[config.mk]
export PLATFORM = sky130hd
export DESIGN_NAME = consolidation_arbiter
export DESIGN_NICKNAME = d
export VERILOG_FILES = /design/src/rtl/consolidation_arbiter.sv
export SDC_FILE = /design/constraint.sdc
export NUM_CORES = 1
export LEC_CHECK = 0
export CAP_MARGIN = 40
export CORE_MARGIN = 2
export CORE_UTILIZATION = 56
export CTS_CLUSTER_SIZE = 24
export DETAILED_ROUTE_END_ITERATION = 6
export PLACE_DENSITY = 0.83
export SYNTH_ARGS = -nofsm -noshare
export SYNTH_HDL_FRONTEND = slang
export SYNTH_SLANG_ARGS = --single-unit
[constraint.sdc]
create_clock -name clk -period 7.55 [get_ports clk]
set_input_delay 1.8875 -clock clk [delete_from_list [all_inputs] [get_ports clk]]
set_output_delay 1.8875 -clock clk [all_outputs]
set_load 0.01 [all_outputs]
[src/rtl/consolidation_arbiter.sv]
// consolidation_arbiter
//   Shares one 2-bit-in / 8-bit-out packer between NREQ serial requesters.
//   A requester is granted round-robin for a whole byte (SYMS symbols), so
//   every packed byte has exactly one source. The owner of each byte is
//   queued in a tag FIFO and replayed when the packer strobes a finished byte.
//
// Ports
//   clk, rst          clock (rising edge), synchronous active-high reset
//   req_valid/req_sym per-requester symbol offer (symbol i on bits [2i+1:2i])
//   req_ready         per-requester accept, only the granted bit can be high
//   cons_din(_en)     registered symbol stream to the packer
//   cons_dout_en      packer byte-complete strobe
//   tag_id/tag_vld    owner of the byte reported by the previous strobe
//   busy              high while a burst is in progress
//   tag_err           sticky: byte strobe arrived with no owner queued
module consolidation_arbiter #(
    parameter int NREQ      = 4,
    parameter int IDW       = 2,
    parameter int SYMS      = 4,
    parameter int TAG_DEPTH = 4
) (
    input  logic              clk,
    input  logic              rst,
    input  logic [NREQ-1:0]   req_valid,
    input  logic [2*NREQ-1:0] req_sym,
    output logic [NREQ-1:0]   req_ready,
    output logic [1:0]        cons_din,
    output logic              cons_din_en,
    input  logic              cons_dout_en,
    output logic [IDW-1:0]    tag_id,
    output logic              tag_vld,
    output logic              busy,
    output logic              tag_err
);

    localparam int CNT_W = $clog2(SYMS) + 1;
    localparam int CRD_W = $clog2(TAG_DEPTH) + 1;
    localparam int PTR_W = $clog2(TAG_DEPTH);

    typedef enum logic {IDLE, BURST} state_t;

    state_t           state_q;
    logic [IDW-1:0]   gnt_q;
    logic [IDW-1:0]   last_q;
    logic [CNT_W-1:0] cnt_q;
    logic [CRD_W-1:0] credits_q;
    logic [CRD_W-1:0] fifo_cnt_q;
    logic [PTR_W-1:0] wr_ptr_q;
    logic [PTR_W-1:0] rd_ptr_q;
    logic [IDW-1:0]   tag_mem [TAG_DEPTH];
    logic [1:0]       cons_din_q;
    logic             cons_din_en_q;
    logic [IDW-1:0]   tag_id_q;
    logic             tag_vld_q;
    logic             tag_err_q;

    logic             grant_found;
    logic [IDW-1:0]   grant_id;
    logic [IDW-1:0]   cand_id;
    logic             do_grant;
    logic             accept;
    logic             last_sym;
    logic             pop;
    logic [1:0]       sym_sel;

    function automatic logic [PTR_W-1:0] ptr_inc(input logic [PTR_W-1:0] p);
        return (p == PTR_W'(TAG_DEPTH - 1)) ? '0 : p + PTR_W'(1);
    endfunction

    // Round-robin search starting just after the last owner.
    always_comb begin
        grant_found = 1'b0;
        grant_id    = '0;
        cand_id     = '0;
        for (int i = 1; i <= NREQ; i++) begin
            cand_id = IDW'((int'(last_q) + i) % NREQ);
            if (!grant_found && req_valid[cand_id]) begin
                grant_found = 1'b1;
                grant_id    = cand_id;
            end
        end
    end

    // Credits are reserved at grant time, so a push can never overflow the FIFO.
    assign do_grant = (state_q == IDLE) && grant_found && (credits_q < CRD_W'(TAG_DEPTH));
    assign accept   = (state_q == BURST) && req_valid[gnt_q];
    assign last_sym = accept && (cnt_q == CNT_W'(SYMS - 1));
    assign pop      = cons_dout_en && (fifo_cnt_q != '0);
    assign sym_sel  = req_sym[{gnt_q, 1'b0} +: 2];

    always_comb begin
        req_ready = '0;
        if (state_q == BURST) begin
            req_ready[gnt_q] = req_valid[gnt_q];
        end
    end

    always_ff @(posedge clk) begin
        if (rst) begin
            state_q       <= IDLE;
            gnt_q         <= '0;
            last_q        <= IDW'(NREQ - 1);
            cnt_q         <= '0;
            credits_q     <= '0;
            fifo_cnt_q    <= '0;
            wr_ptr_q      <= '0;
            rd_ptr_q      <= '0;
            cons_din_q    <= '0;
            cons_din_en_q <= 1'b0;
            tag_id_q      <= '0;
            tag_vld_q     <= 1'b0;
            tag_err_q     <= 1'b0;
        end else begin
            cons_din_en_q <= accept;
            if (accept) begin
                cons_din_q <= sym_sel;
            end

            case (state_q)
                IDLE: begin
                    if (do_grant) begin
                        gnt_q   <= grant_id;
                        state_q <= BURST;
                    end
                end
                BURST: begin
                    if (last_sym) begin
                        cnt_q   <= '0;
                        last_q  <= gnt_q;
                        state_q <= IDLE;
                    end else if (accept) begin
                        cnt_q <= cnt_q + CNT_W'(1);
                    end
                end
                default: state_q <= IDLE;
            endcase

            if (last_sym) begin
                wr_ptr_q <= ptr_inc(wr_ptr_q);
            end
            if (pop) begin
                rd_ptr_q <= ptr_inc(rd_ptr_q);
                tag_id_q <= tag_mem[rd_ptr_q];
            end
            tag_vld_q  <= pop;
            fifo_cnt_q <= fifo_cnt_q + CRD_W'(last_sym) - CRD_W'(pop);
            credits_q  <= credits_q + CRD_W'(do_grant) - CRD_W'(pop);

            if (cons_dout_en && (fifo_cnt_q == '0)) begin
                tag_err_q <= 1'b1;
            end
        end
    end

    // Tag storage is plain data and needs no reset; occupancy guards reads.
    always_ff @(posedge clk) begin
        if (last_sym) begin
            tag_mem[wr_ptr_q] <= gnt_q;
        end
    end

    assign cons_din    = cons_din_q;
    assign cons_din_en = cons_din_en_q;
    assign tag_id      = tag_id_q;
    assign tag_vld     = tag_vld_q;
    assign tag_err     = tag_err_q;
    assign busy        = (state_q == BURST);

endmodule

After elaboration in Yosys (flattened, before gate mapping)
Memory sizes are Yosys's and may differ from the RTL's. A register that Yosys moved wholly into a read port is not among the register bits.
Index checks and enable logic that the tools add are counted.

operators by class
  add/sub/neg operators = 11
  multipliers = 0
  div/mod/pow operators = 0
  magnitude comparators = 7
  equal/unequal tests = 3
  shift-type cells = 1
  multiplexer cells = 30
  bitwise operators = 2
  reductions and logical operators = 19

operators by type and width
  cell                   number
  $lt A2 B3 Y1 const B   5
  $mux W1                14
  $mux W2                6
  $bmux W1 S2            5
  $logic_and A1 B1 Y1    10
  $add A2 B1 Y2 const B  4
  $shiftx A8 B4 Y2       1
  $add A3 B1 Y3          2
  $mux W3                2
  $reduce_and A2 Y1      3
  $sub A3 B1 Y3          2
  $add A2 B2 Y2 const B  2
  $and A4 B4 Y4          1
  $eq A2 B2 Y1 const B   2
  $mux W4                1
  $add A3 B1 Y3 const B  1
  $eq A3 B2 Y1 const B   1
  $logic_not A1 Y1       3
  $logic_not A3 Y1       1
  $lt A3 B3 Y1 const B   1
  $reduce_bool A3 Y1     1
  $demux W1 S2           1
  $ge A2 B1 Y1 const B   1
  $pmux W1 S2            1
  other kinds (2)        2

word-level totals
  register bits = 23
  latch bits = 0
  RAM bits = 8
  memory bits (read-only) = 0
  input port bits = 15
  output and inout bits = 12
  logic and storage cells = 86
  memories = 1

memories
  memory   words  width  read ports  clocked after memory_dff  write ports  line  text
  tag_mem  4      2      1           1                         1            50    logic [IDW-1:0] tag_mem [TAG_DEPTH];

Logic depth before layout (Yosys ltp)
Gate-level depths: netlist (run 1).

  word-level depth = 17
  depth in mapped cells = 12
  gate-level depth less buffers = 11

Worst setup path after synthesis (run 1)
Ideal clock, no wire load.

  path kind = input -> output
  start point = input port req_valid[1]
  end point = output port req_ready[1]
  arrival = 2.354 ns
  required time = 5.662 ns
  path slack = 3.308 ns
  stages = 3
  buffers on the path = 0
  cells stage by stage = mux2_4 > nand2_1 > nor2_1

between the ends
  cells in the longest elaborated chain, start to end = 4

RTL lines
  item                            line  text
  start: declaration              24    input logic [NREQ-1:0] req_valid,
  $bmux W1 S2                     94    req_ready[gnt_q] = req_valid[gnt_q];
  $mux W1 (implied by the code)   94
  $and A4 B4 Y4 (no source line)  n/a
  $mux W4                         93    if (state_q == BURST) begin
  end: declaration                26    output logic [NREQ-1:0] req_ready,

No other way between the ends. The select of a mux whose other input is x is not followed.

Worst setup path in the final report (run 1)
  start point = input port req_valid[3]
  end point = output port req_ready[1]

The elaborated chain is that of the path after synthesis.

==> results of run 1 <==
[flip-flops by register name (all words and copies together) (netlist names), 3 cells and up]
name / cells
tag_mem: 8
cnt_q: 3
credits_q: 3
fifo_cnt_q: 3
[tightest hold or removal path: stages, from the launching register on]
cell and delay, ps:
dfxtp_1 340, a21oi_1 40, nor2_1 70
[worst paths after layout]
| check | from | end | depth (start not counted) |
|---|---|---|---|
| hold / removal | tag_err$_SDFFE_PP0P_ | tag_err$_SDFFE_PP0P_ | 2 |
| hold reg to reg | tag_err$_SDFFE_PP0P_ | tag_err$_SDFFE_PP0P_ | 2 |
| setup / recovery | req_valid[3] | req_ready[1] | 5 |
| setup reg to reg | gnt_q[1]$_SDFFE_PP0P_ | fifo_cnt_q[2]$_SDFF_PP0_ | 11 |
[cell families (layout without fill, tap and decap cells)]
kind of cell    Yosys count  after routing  synth area share
flops                    33             33             0.454
buf+inv                  20             49            0.0559
mux                      14             14             0.123
compound gates           25             25             0.104
fa+ha+maj                12             12             0.101
simple gates             47             47             0.141
xor+xnor                  4              4            0.0215
[Yosys cell counts, types with 2 or more instances]
cell	count	area share
ha_1	10	0.077
dfxtp_1	25	0.31
buf_6	2	0.014
inv_1	14	0.032
nor2_1	18	0.041
clkbuf_1	3	0.0069
nor2b_1	6	0.023
a21oi_1	9	0.028
nand2b_1	2	0.0077
nand2_1	6	0.014
o31ai_1	2	0.0092
and3_1	6	0.023
mux2i_1	8	0.049
nor3_1	3	0.0092
xnor2_1	4	0.021
nand3_1	3	0.0092
edfxtp_1	8	0.15
o22ai_1	2	0.0077
o21ai_0	5	0.015
fa_1	2	0.025
mux4_2	4	0.055
mux2_4	2	0.018
[stage by stage]
stage                     cells  setup WS, ps  power, mW  cell area [um^2]   util
after detailed placement    207          2210      0.418              1910  0.692
after global routing        215          2110      0.540              1960  0.710
final                       215          2200      0.502              1960  0.710
after floorplan             155          3310      0.363              1630      -
after global placement      206          2250      0.404              1890  0.686
after CTS                   215          2210      0.506              1960  0.710
[power groups by stage]
| stage | clock, mW | combinational, mW | sequential [mW] |
|---|---|---|---|
| 6_report | 0.0899 | 0.174 | 0.238 |
| 5_1_grt | 0.0994 | 0.199 | 0.242 |
| 4_1_cts | 0.0906 | 0.178 | 0.238 |
| 3_5_place_dp | 0 | 0.176 | 0.242 |
| 3_3_place_gp | 0 | 0.164 | 0.240 |
| 2_1_floorplan | 0 | 0.127 | 0.236 |
[final cells by class]
cell class,count,area (um^2)
Timing Repair Buffer,27,275
Fill cell,200,800
Clock inverter,3,12.5
Inverter,14,52.6
Sequential cell,33,741
Clock buffer,5,37.5
Tap cell,31,38.8
Multi-Input combinational cell,102,801
[per-layer routing]
layer / track usage / vias up / share of wire
met5: 0 / - / 0
met4: 0.0897 / 0 / 0.015
met3: 0.0603 / 5 / 0.037
met2: 0.318 / 32 / 0.52
met1: 0.243 / 558 / 0.43
li1: - / 597 / -
==> flow_metrics.tcl, run 1 <==
set metrics [dict create \
    status "complete, no violations" \
    synth-seq-cells 33 \
    tritoncts "yes" \
    ys_types 33 \
    cpMaxStageDelayCell "clkdlybuf4s50_1" \
    clk_path_buf_depth 2 \
    r2r_slack_ps 4670 \
    fin_crit_sh 0.709 \
    via_count 1192 \
    netlist_area_um2 1630 \
    root_buffer "clkbuf_4" \
    start_kind "input port" \
    max_freq_mhz 187 \
    drive_gt1_frac 0.0870 \
    io_buffer_count 26 \
    crit_top_cell "clkdlybuf4s50_1" \
    rsz0062_at_grt "false" \
    core_um2 2760 \
    post_cts_buffers 0 \
    finalMaxSlewViolations 0 \
    numClockSinks 33 \
    ios 27 \
    power_frac_clock 0.179 \
    hp-class "flop to flop" \
    peakVddDrop_mv 0.240 \
    avgSynthCellArea_um2 10.5 \
    htreeDepth 2 \
    dp_hpwl_um 2200 \
    placement_rows 19 \
    synth_warnings 0 \
    antenna_found_initial 0 \
    critPathRequiredTime_ps 5660 \
    grt_pass1_wl_um 4880 \
    layout_common_cells "clkdlybuf4s50_1, dfxtp_1, nor2_1" \
    drt_drc_violations_left 0 \
    cp_num_buf_inv 2 \
    cp_slowest_stage_delay_ps 590 \
    drtPass1Iterations 5 \
    diodes 0 \
    p_int_mw 0.339 \
    worstPathCellList "clkdlybuf4s50_1 -> mux2_4 -> nand2_1 -> nor2_1 -> clkdlybuf4s50_1" \
    fin_nets 210 \
    cts_resized 0 \
    cp_top_family "buffers and inverters" \
    wire_per_inst_um 13.9 \
    grt_pass1_vias 1070 \
    critPathArrivalTime_ps 3460 \
    fin_crit_ps 5350 \
    area_delta_synth_final_pct 19.9 \
    power_frac_comb 0.347 \
    dieHeight_um 58.0 \
    synth-edff-count 8 \
    finalHoldViolCount 0 \
    critPathMaxFanout 7 \
    synth_top_flop_cell "dfxtp_1" \
    power_density_nw_per_um2 257 \
    cts_hold_buf 0 \
    max_slew_margin 0.590 \
    drtIter0Drc 27 \
    crit_type "input port to output port" \
    setup_viol 0 \
    synth_fp_nets 182 \
    swShare 0.324 \
    gp_congestion 0.788 \
    critPathCaptureType "output port" \
    power.leakage_nw 0.788 \
    ys_seq_area_frac 0.454 \
    drtAntennaViolNets 0 \
    grt_usage 0.197 \
    viasPerCell 5.54 \
    grt_max_degree 25 \
    layout_commonest_cell "clkdlybuf4s50_1" \
    final.setup.tns_ps 0 \
    wl_um 2980 \
    synthCells 155 \
    finClkSkew_ps 3.24 \
    start_util 0.592 \
    die_x_um 58.0 \
    cap_violations 0 \
    holdWs_ps 481 \
    dieArea_um2 3360 \
    worst_slew_pin_slew_ps 609 \
    async_flop_share 0 \
    pwr-share-seq 0.474 \
    power_switching_mw 0.163 \
    gr-total-overflow 0 \
    numCtsBuffers 5 \
    path_clk_slew_ps 90 \
    insertion_delay_ps 320 \
]
Note: power is estimated with default switching activity, not from simulation.
==> run 2, diff against run 1 <==
--- a/config.mk
+++ b/config.mk
@@ -7,10 +7,10 @@
 export LEC_CHECK = 0
 export CAP_MARGIN = 40
 export CORE_MARGIN = 2
-export CORE_UTILIZATION = 56
+export CORE_UTILIZATION = 52
 export CTS_CLUSTER_SIZE = 24
 export DETAILED_ROUTE_END_ITERATION = 6
-export PLACE_DENSITY = 0.83
+export PLACE_DENSITY = 0.78
 export SYNTH_ARGS = -nofsm -noshare
 export SYNTH_HDL_FRONTEND = slang
 export SYNTH_SLANG_ARGS = --single-unit
==> constraint.sdc (replaced) <==
create_clock -name clk -period 5.4 [get_ports clk]
set_input_delay 1.35 -clock clk [delete_from_list [all_inputs] [get_ports clk]]
set_output_delay 1.35 -clock clk [all_outputs]
set_load 0.01 [all_outputs]
==> flow_metrics.tcl, run 2 (synthesis results as in run 1) <==
set metrics [dict create \
    status "complete, no violations" \
    wire_per_inst_um 13.9 \
    fin_nets 210 \
    critPathMaxFanout 7 \
    pwr-share-seq 0.441 \
    placement_rows 20 \
    fin_area_um2 2000 \
    critPathCaptureType "output port" \
    swShare 0.304 \
    area_delta_synth_final_pct 22.5 \
    core_um2 3030 \
    max_freq_mhz 233 \
    finClkSkew_ps 6.97 \
    grt_pass1_wl_um 5430 \
    gp_congestion 0.851 \
    worst_slew_pin_slew_ps 603 \
    largest_register_ff_count 8 \
    rsz0062_at_grt "false" \
    insertion_delay_ps 330 \
    root_buffer "clkbuf_4" \
    drt_drc_violations_left 0 \
    start_util 0.539 \
    numCtsBuffers 5 \
    power_frac_clock 0.236 \
    final.setup.tns_ps 0 \
    finalHoldViolCount 0 \
    io_buffer_count 26 \
    diodes 0 \
    max_slew_margin 0.596 \
    power_switching_mw 0.228 \
    fin_crit_ps 4290 \
    post-place-ws_ps 1140 \
    via_count 1220 \
    power.leakage_nw 0.798 \
    htreeDepth 2 \
    numClockSinks 33 \
    grt_usage 0.207 \
    placed_area_um2 1920 \
    clk_path_buf_depth 2 \
    crit_type "input port to output port" \
    dieHeight_um 60.0 \
    top_register "tag_mem" \
    power_frac_comb 0.323 \
    finalMaxSlewViolations 0 \
    antenna_found_initial 0 \
    layout_common_cells "clkdlybuf4s50_1, dfxtp_1, nor2_1" \
    path_clk_slew_ps 100 \
    cap_violations 0 \
    grt_max_degree 21 \
    peakVddDrop_mv 0.221 \
    p_int_mw 0.522 \
    die_x_um 60.0 \
    drtPass1Iterations 4 \
    cts_resized 0 \
    fin_ws_ps 1110 \
    wl_um 3160 \
    power_density_nw_per_um2 375 \
    dieArea_um2 3600 \
    layout_commonest_cell "clkdlybuf4s50_1" \
    gr-total-overflow 0 \
    setup_viol 0 \
    start_kind "input port" \
    tritoncts "yes" \
    fin_crit_sh 0.795 \
    cts_hold_buf 0 \
    hp-class "flop to flop" \
    drtAntennaViolNets 0 \
    drtIter0Drc 71 \
    dp_hpwl_um 2380 \
    drive_gt1_frac 0.0870 \
    p_total_mw 0.751 \
    viasPerCell 5.35 \
    post_cts_buffers 0 \
    ios 27 \
    grt_pass1_vias 1265 \
    critPathRequiredTime_ps 4050 \
    critPathArrivalTime_ps 2940 \
]
-- run 2: cell type report --
type,instances,area [um^2]
tap,44,55.1
clock inverter,2,33.8
inverter,14,52.6
clock buffer,6,41.3
fill,256,1030
sequential,33,741
timing repair buffer,27,275
multi-input combinational,102,801
-- run 2: final timing paths --
check	from	cells past startpoint	to	slack, ps
min reg2reg	tag_err$_SDFFE_PP0P_	2	tag_err$_SDFFE_PP0P_	480
max	req_valid[3]	5	req_ready[1]	1110
min	tag_err$_SDFFE_PP0P_	2	tag_err$_SDFFE_PP0P_	480
max reg2reg	gnt_q[1]$_SDFFE_PP0P_	11	fifo_cnt_q[2]$_SDFF_PP0_	2570
-- run 2: routing by layer --
| metal | track usage | routed length, um |
|---|---|---|
| met5 | 0 | 0 |
| met4 | 0.0921 | 57 |
| met3 | 0.0671 | 117 |
| met2 | 0.362 | 1640 |
| met1 | 0.227 | 1340 |
-- run 2: worst max-delay path, cell delays in order --
cell and delay (ps):
clkdlybuf4s50_1 600, mux2_4 210, nand2_1 120, nor2_1 110
clkdlybuf4s50_1 540
-- run 2: power groups by stage --
| stage | registers, mW | logic (mW) | clock network [mW] |
|---|---|---|---|
| after CTS | 0.331 | 0.247 | 0.180 |
| after detailed placement | 0.337 | 0.245 | 0 |
| final | 0.331 | 0.242 | 0.177 |
| after global routing | 0.339 | 0.274 | 0.195 |
| after floorplan | 0.330 | 0.177 | 0 |
| after global placement | 0.335 | 0.231 | 0 |
-- run 2: metrics by stage --
| stage | hold WS [ps] | util | cells |
|---|---|---|---|
| after floorplan | 435 | - | 155 |
| after global placement | 446 | 0.631 | 219 |
| after detailed placement | 465 | 0.636 | 220 |
| after CTS | 484 | 0.660 | 228 |
| after global routing | 500 | 0.660 | 228 |
| final | 480 | 0.660 | 228 |
==> run 3, diff against run 2 <==
--- a/config.mk
+++ b/config.mk
@@ -7,10 +7,10 @@
 export LEC_CHECK = 0
 export CAP_MARGIN = 40
 export CORE_MARGIN = 2
-export CORE_UTILIZATION = 52
+export CORE_UTILIZATION = 47
 export CTS_CLUSTER_SIZE = 24
 export DETAILED_ROUTE_END_ITERATION = 6
-export PLACE_DENSITY = 0.78
+export PLACE_DENSITY = 0.75
 export SYNTH_ARGS = -nofsm -noshare
 export SYNTH_HDL_FRONTEND = slang
 export SYNTH_SLANG_ARGS = --single-unit
==> constraint.sdc (replaced) <==
create_clock -name clk -period 3.85 [get_ports clk]
set_input_delay 0.9625 -clock clk [delete_from_list [all_inputs] [get_ports clk]]
set_output_delay 0.9625 -clock clk [all_outputs]
set_load 0.01 [all_outputs]
==> flow_metrics.tcl, run 3 (synthesis results as in run 1) <==
set metrics [dict create \
    status "complete, no violations" \
    holdWs_ps 472 \
    r2r_slack_ps 1170 \
    grt_pass1_wl_um 5330 \
    grt-busiest-layer "met2" \
    drtIter0Drc 27 \
    tritoncts "yes" \
    wire_per_inst_um 12.9 \
    final.setup.tns_ps 0 \
    finalHoldViolCount 0 \
    dp_hpwl_um 2250 \
    power_density_nw_per_um2 502 \
    cts_resized 0 \
    fin_crit_sh 0.904 \
    fin_nets 212 \
    hold_depth 2 \
    hold_path_startpoint "cnt_q[2]$_SDFFE_PP0P_" \
    placed_area_um2 1950 \
    largest_register_ff_count 8 \
    gp_congestion 0.728 \
    clk_path_buf_depth 2 \
    area_delta_synth_final_pct 23.3 \
    setup_viol 0 \
    layout_commonest_cell "clkdlybuf4s50_1" \
    diodes 0 \
    post-place-ws_ps 290 \
    via_count 1186 \
    numClockSinks 33 \
    p_total_mw 1.01 \
    drt_drc_violations_left 0 \
    start_util 0.489 \
    critPathRequiredTime_ps 2890 \
    finClkSkew_ps 3.55 \
    power.leakage_nw 0.806 \
    use_met3 0.0523 \
    start_kind "input port" \
    dieArea_um2 3960 \
    antenna_found_initial 0 \
    drtAntennaViolNets 0 \
    post_cts_buffers 0 \
    grt_usage 0.170 \
    insertion_delay_ps 320 \
    die_x_um 62.9 \
    critPathMaxFanout 7 \
    rsz0062_at_grt "false" \
    critPathArrivalTime_ps 2520 \
    use_met2 0.301 \
    gr-total-overflow 0 \
    fin_ws_ps 370 \
    placement_rows 21 \
    layout_common_cells "clkdlybuf4s50_1, dfxtp_1, nor2_1" \
    viasPerCell 5.11 \
    max_slew_margin 0.612 \
    top_register "tag_mem" \
    cap_violations 0 \
    io_buffer_count 26 \
    path_clk_slew_ps 90 \
    crit_type "input port to output port" \
    core_um2 3340 \
    dieHeight_um 62.9 \
    instances_no_fill 232 \
    dp_cells 224 \
    max_freq_mhz 287 \
    root_buffer "clkbuf_4" \
    cts_hold_buf 0 \
    grt_max_degree 24 \
    htreeDepth 2 \
    fin_util 0.603 \
    finalMaxSlewViolations 0 \
    ios 27 \
    fin_crit_ps 3480 \
    wl_um 2980 \
    r2r-end "fifo_cnt_q[2]$_SDFF_PP0_" \
    whs_endpoint "cnt_q[2]$_SDFFE_PP0P_" \
    use_met1 0.192 \
    peakVddDrop_mv 0.381 \
    worst_slew_pin_slew_ps 578 \
    ff2ff_path_depth 11 \
    drive_gt1_frac 0.0968 \
    r2r-start "gnt_q[1]$_SDFFE_PP0P_" \
    fin_area_um2 2010 \
    hp-class "flop to flop" \
    critPathCaptureType "output port" \
    grt_pass1_vias 1237 \
    numCtsBuffers 5 \
    drtPass1Iterations 4 \
]
## run 3: changes by cell type in the layout (fill, tap and decap cells not counted)
cell	change
buf_4	+2
buf_16	+1
buf_8	-1
bufinv_16	-1
clkbuf_1	+1
clkbuf_8	+1
clkinv_1	-1
## run 3: layout make-up
| type | instances | area (um^2) |
|---|---|---|
| Fill cell | 314 | 1320 |
| Multi-Input combinational cell | 102 | 801 |
| Sequential cell | 33 | 741 |
| Timing Repair Buffer | 29 | 303 |
| Clock buffer | 8 | 58.8 |
| Tap cell | 46 | 57.6 |
| Inverter | 14 | 52.6 |
## run 3: how the worst max path moves through the flow
stage | startpoint | end | slack, ps | cells past startpoint
floorplan | req_valid[1] | fifo_cnt_q[2]$_SDFF_PP0_ | 1040 | 11
global placement | req_valid[3] | fifo_cnt_q[2]$_SDFF_PP0_ | 390 | 12
detailed placement | req_valid[3] | fifo_cnt_q[2]$_SDFF_PP0_ | 290 | 12
CTS | req_valid[3] | req_ready[1] | 370 | 5
global route | req_valid[0] | req_ready[0] | 270 | 5
finish | req_valid[3] | req_ready[1] | 370 | 5
## run 3: power by group
part	leakage, nW	switching [mW]	internal (mW)
logic	0.495	0.151	0.194
clock network	0.0326	0.111	0.0901
registers	0.278	0.0531	0.411
## run 3: routing by layer
layer / up-vias / share of wire
li1: 602 / -
met3: 4 / 0.040
met4: 0 / 0.013
met5: - / 0
met2: 24 / 0.51
met1: 556 / 0.44
## run 3: critical path, cell delays in order
cell and delay, ps:
clkdlybuf4s50_1 590, mux2_4 210, nand2_1 100, nor2_1 100
clkdlybuf4s50_1 550
